--- src/rtl/fifo_rd_burst_scheduler.sv ---
// Read-domain controller for the async FIFO. It tracks the read pointer, computes fill level, and drains the FIFO as bounded bursts.
// Optional statistics counters are built when FIFO_BURST_STATS_EN is defined.
module fifo_rd_burst_scheduler #(
  parameter int ADDRSIZE  = 4,
  parameter int BURST_LEN = 4,
  parameter int TIMEOUT   = 16
) (
  input  logic                rd_clk,
  input  logic                rrst_n,
  input  logic [ADDRSIZE:0]   rq2_wptr,
  input  logic                flush,
  input  logic                out_ready,
  output logic                out_valid,
  output logic                burst_last,
  output logic [ADDRSIZE-1:0] rd_addr,
  output logic                rd_en,
  output logic [ADDRSIZE:0]   rptr,
  output logic                rempty,
  output logic [ADDRSIZE:0]   rlevel,
  output logic [15:0]         stat_bursts,
  output logic [15:0]         stat_timeouts
);
  localparam int PW = ADDRSIZE + 1;
  localparam int TW = (TIMEOUT > 1) ? $clog2(TIMEOUT) : 1;
  localparam logic [PW-1:0] BURST_N = PW'(BURST_LEN);
  localparam logic [TW-1:0] TMAX    = TW'(TIMEOUT - 1);

  typedef enum logic [1:0] {S_IDLE, S_ACCUM, S_BURST} state_e;

  state_e        state_q, state_d;
  logic [PW-1:0] rbin_q, rbin_d, rptr_q, rptr_d, beats_q, beats_d;
  logic [PW-1:0] wbin;
  logic [TW-1:0] timer_q, timer_d;
  logic          start_burst, start_forced;

  // Gray to binary: each binary bit is the XOR of all Gray bits at or above it.
  always_comb begin
    wbin = '0;
    for (int i = 0; i < PW; i++) wbin[i] = ^(rq2_wptr >> i);
  end

  assign rlevel     = wbin - rbin_q;
  assign rempty     = (rq2_wptr == rptr_q);
  assign out_valid  = (state_q == S_BURST);
  assign burst_last = out_valid && (beats_q == PW'(1));
  assign rd_en      = out_valid && out_ready;
  assign rd_addr    = rbin_q[ADDRSIZE-1:0];
  assign rptr       = rptr_q;

  always_comb begin
    state_d      = state_q;
    beats_d      = beats_q;
    timer_d      = timer_q;
    start_burst  = 1'b0;
    start_forced = 1'b0;
    rbin_d       = rd_en ? rbin_q + PW'(1) : rbin_q;
    rptr_d       = rbin_d ^ (rbin_d >> 1);
    case (state_q)
      S_IDLE: begin
        if (rlevel >= BURST_N) begin
          state_d     = S_BURST;
          beats_d     = BURST_N;
          start_burst = 1'b1;
        end else if (rlevel != '0) begin
          if (flush) begin
            state_d      = S_BURST;
            beats_d      = rlevel;
            start_burst  = 1'b1;
            start_forced = 1'b1;
          end else begin
            state_d = S_ACCUM;
            timer_d = '0;
          end
        end
      end
      S_ACCUM: begin
        timer_d = timer_q + TW'(1);
        if (rlevel >= BURST_N) begin
          state_d     = S_BURST;
          beats_d     = BURST_N;
          start_burst = 1'b1;
        end else if (timer_q == TMAX || flush) begin
          // Level only grows while waiting, so it is nonzero here.
          state_d      = S_BURST;
          beats_d      = rlevel;
          start_burst  = 1'b1;
          start_forced = 1'b1;
        end
      end
      S_BURST: begin
        if (rd_en) begin
          beats_d = beats_q - PW'(1);
          if (beats_q == PW'(1)) state_d = S_IDLE;
        end
      end
      default: state_d = S_IDLE;
    endcase
  end

  always_ff @(posedge rd_clk) begin
    if (!rrst_n) begin
      state_q <= S_IDLE;
      rbin_q  <= '0;
      rptr_q  <= '0;
      beats_q <= '0;
      timer_q <= '0;
    end else begin
      state_q <= state_d;
      rbin_q  <= rbin_d;
      rptr_q  <= rptr_d;
      beats_q <= beats_d;
      timer_q <= timer_d;
    end
  end

`ifdef FIFO_BURST_STATS_EN
  logic [15:0] stat_bursts_q, stat_bursts_d, stat_timeouts_q, stat_timeouts_d;

  always_comb begin
    stat_bursts_d   = stat_bursts_q;
    stat_timeouts_d = stat_timeouts_q;
    if (start_burst && stat_bursts_q != 16'hFFFF) stat_bursts_d = stat_bursts_q + 16'd1;
    if (start_forced && stat_timeouts_q != 16'hFFFF) stat_timeouts_d = stat_timeouts_q + 16'd1;
  end

  always_ff @(posedge rd_clk) begin
    if (!rrst_n) begin
      stat_bursts_q   <= '0;
      stat_timeouts_q <= '0;
    end else begin
      stat_bursts_q   <= stat_bursts_d;
      stat_timeouts_q <= stat_timeouts_d;
    end
  end

  assign stat_bursts   = stat_bursts_q;
  assign stat_timeouts = stat_timeouts_q;
`else
  logic unused_stats;
  assign unused_stats  = start_burst ^ start_forced;
  assign stat_bursts   = '0;
  assign stat_timeouts = '0;
`endif

endmodule

--- config.mk ---
export PLATFORM = sky130hd
export DESIGN_NAME = fifo_rd_burst_scheduler
export DESIGN_NICKNAME = d
export VERILOG_FILES = /design/src/rtl/fifo_rd_burst_scheduler.sv
export SDC_FILE = /design/constraint.sdc
export NUM_CORES = 1
export LEC_CHECK = 0
export CAP_MARGIN = 20
export CORE_UTILIZATION = 45
export CTS_CLUSTER_SIZE = 20
export DETAILED_ROUTE_END_ITERATION = 6
export PLACE_DENSITY = 0.8
export RECOVER_POWER = 25
export REMOVE_ABC_BUFFERS = 1
export SLEW_MARGIN = 20
export SYNTH_ARGS = -nofsm -noshare
export SYNTH_HDL_FRONTEND = slang
export SYNTH_SLANG_ARGS = --single-unit
--- constraint.sdc ---
create_clock -name rd_clk -period 4.9 [get_ports rd_clk]
set_clock_uncertainty 0.1 [all_clocks]
set_input_delay 0.98 -clock rd_clk [delete_from_list [all_inputs] [get_ports rd_clk]]
set_output_delay 0.98 -clock rd_clk [all_outputs]
set_load 0.03 [all_outputs]
==> out/qor.txt <==
Remaining Overflow, GRT: 0
Final Setup Violations: 0
Period utilization: 96.4%
Core ar.: 3420 µm²
Synth top area share: 24.3%
PD cells: 423 nW/µm²
Num CTS Buffers: 3
Synthesized cell area: 1650 µm²
Via count: 1439
Setup crit end kind: primary output
Ys Warns: 0
Number of synthesized flops with an enable pin: 0
P&R area growth vs syn: 17.7%
H-tree levels: 1
Fraction of layout cells with a size suffix above 1: 8.47%
Largest fanout on the critical path: 2
RePlAce Congestion: 0.870
Most frequent CP cell: xor2_1
Clock tree buffer depth: 2
Post-synthesis register bit count: 20
Rows: 21
Dpl hpwl: 2620 µm
Register area share after synthesis: 24.3%
Vias in the first global route: 1193
Iter 0 DRT Violations: 78
Initial antenna violation count: 0
Die ar.: 3910 µm²
Critical path buffer and inverter count: 3
FF+latch area: 400 µm²
Number of vias per cell: 4.89
Fillers: 327
Ant diodes: 0
Die Ht: 62.5 µm
Lkg Pwr: 0.861 nW
First-pass GRT wire length: 5300 µm
Crit-path slowest cell: clkdlybuf4s50_1
Root buffer cell: clkbuf_4
Clk Latency, worst-skew pair: 300 ps
Number of buffers added for setup after CTS: 0
Multi-input gate area: 1030 µm²
Clk sinks: 20
Synth Flop Type: dfxtp_1
Fmax: 212 MHz
PortBufs: 26
Final WL: 3230 µm
Final core occ: 56.8%
GRT Util Overall: 16.6%
Async set-or-reset flop fraction in the synthesized netlist: 0%
Top delay family on crit path: XOR/XNOR gates
Kind of critical path: in2out
Die Span X: 62.5 µm
Final Hold Fails: 0
Pin count of the biggest net entering global routing: 17
Detailed-route DRC error count: 0
RSZ-0062 raised after global routing: true
Worst-path clk slew: 120 ps
1st-pass router iterations: 4
ANT nets after route: 0
Final Power: 0.820 mW
Startpoint types: input pin
Synth area leader: dfxtp_1
Outcome: complete, no violations
Synth top area cells: dfxtp_1 24%, buf_4 15%, ha_1 8.3%, xnor2_1 7.4%, inv_1 5.0%
Initial Util: 48.3%
Routed len/inst: 11.0 µm
HP Class: reg2reg
Avg Inst Size Synth: 7.74 µm²
Max-Cap Viols: 0
Syn Inst Count: 213
Max incr delay on CP: 540 ps
Netlist cell types: 39
Worst path arrival time: 3640 ps
CTS tree: done
Max-slew violation count: 0
Critical Path RT: 3820 ps
VDD IR max: 176 µV
Critical-path cell list: clkdlybuf4s50_1 > xor2_2 > xnor2_1 > xor2_1 > xor2_1 > ha_1 > fa_1 > nand2b_1 > a21oi_1 > xor2_1 > inv_2 > clkbuf_2
Nets: 270
Fin crit period: 4720 ps
IO Pins: 59
## flip-flops by register name (all words and copies together), names as in the netlist
register and flops:
beats_q 5, rbin_q 5, rptr 4, timer_q 4, state_q 2
## worst reg2reg max path, cell delays in order (launching register included)
cell and delay [ps]:
dfxtp_1 410, ha_1 260, fa_1 380, nand2b_1 180, buf_4 140, a211o_1 270
and3_2 240, o41a_1 460, o31ai_1 240, o2bb2ai_1 130
## power breakdown
| group | leakage, nW | switching (mW) | internal [mW] |
|---|---|---|---|
| Sequential | 0.162 | 0.0278 | 0.190 |
| Combinational | 0.677 | 0.306 | 0.199 |
| Clock | 0.0210 | 0.0527 | 0.0453 |
| Total | 0.861 | 0.387 | 0.433 |
## Yosys cell counts (2+ instances only)
cell type	instances
a211o_1	2
a21oi_1	6
a31oi_1	4
a32o_1	3
and2_1	4
buf_4	32
clkbuf_1	3
dfxtp_1	20
ha_1	11
inv_1	22
nand2_1	20
nand3_1	6
nand4_1	4
nor2_1	18
nor3_1	4
nor4b_1	2
o21ai_0	6
o22ai_1	4
o31ai_1	3
xnor2_1	14
xor2_1	7
## worst paths after layout
kind	from	endpoint	slack, ps	depth (start not counted)
setup / recovery	rq2_wptr[3]	rlevel[4]	180	12
hold / removal	state_q[0]$_SDFFE_PN0P_	state_q[0]$_SDFFE_PN0P_	390	2
setup reg to reg	rbin_q[0]$_SDFF_PN0_	timer_q[2]$_SDFFE_PN0P_	2040	9
hold reg to reg	state_q[0]$_SDFFE_PN0P_	state_q[0]$_SDFFE_PN0P_	390	2
## layer usage
metal | vias up | GRT usage, % | wire length [µm]
li1 | 724 | - | -
met1 | 664 | 22.2 | 1480
met3 | 4 | 2.19 | 148
met2 | 47 | 27.4 | 1570
met4 | 0 | 4.94 | 31
met5 | - | 0 | 0
## layout by cell type, fill, tap and decap left out, types with 2 or more instances in the layout
cell             count
conb_1              32
inv_1               22
nand2_1             20
dfxtp_1             20
nor2_1              18
clkdlybuf4s50_1     18
xnor2_1             14
ha_1                11
buf_4               10
xor2_1               6
a21oi_1              6
nand3_1              6
o21ai_0              6
and2_1               4
nand4_1              4
a31oi_1              4
nor3_1               4
o22ai_1              4
dlygate4sd3_1        4
o31ai_1              3
a32o_1               3
clkbuf_4             3
nor4b_1              2
a211o_1              2
dlymetal6s2s_1       2
## kinds of logic after synthesis
| group | count (synthesis) | share of synthesized area (%) |
|---|---|---|
| buffers and inverters | 58 | 20.5 |
| other | 1 | 0.227 |
| adder cells (fa/ha/maj) | 12 | 9.56 |
| XOR/XNOR | 21 | 11.2 |
| AO/OA/AOI/OAI | 34 | 14.3 |
| AND/OR/NAND/NOR | 67 | 20.0 |
| flip-flops | 20 | 24.3 |
## stage by stage
| stage | setup slack (ps) | area, µm² | hold WS (ps) | std cells | TNS [ps] |
|---|---|---|---|---|---|
| 6_report | 175 | 1940 | 391 | 294 | 0 |
| 5_1_grt | -65.5 | 1940 | 425 | 294 | -65.5 |
| 4_1_cts | 10.7 | 1940 | 400 | 294 | 0 |
| 3_5_place_dp | -259 | 1900 | 384 | 290 | -259 |
| 3_3_place_gp | -125 | 1900 | 371 | 290 | -125 |
| 2_1_floorplan | 790 | 1510 | 354 | 209 | 0 |
## repair_timing
| item | CTS | global route |
|---|---|---|
| endpoints found under the hold margin | 0 | 0 |
| cloned | 0 | 0 |
| resized for setup | 3 | 3 |
| hold buffers | 0 | 0 |
| setup endpoints to repair | 1 | 3 |
| pin swaps | 1 | 1 |
## layout make-up
class                   instances  area share, %
multi-input cells             166           53.3
inverters                      23           4.45
well taps                      46           2.97
repair buffers                 35           16.8
clock buffers                   4           1.87
flip-flops and latches         20           20.6
No activity file was read; power rests on OpenSTA's default activity.
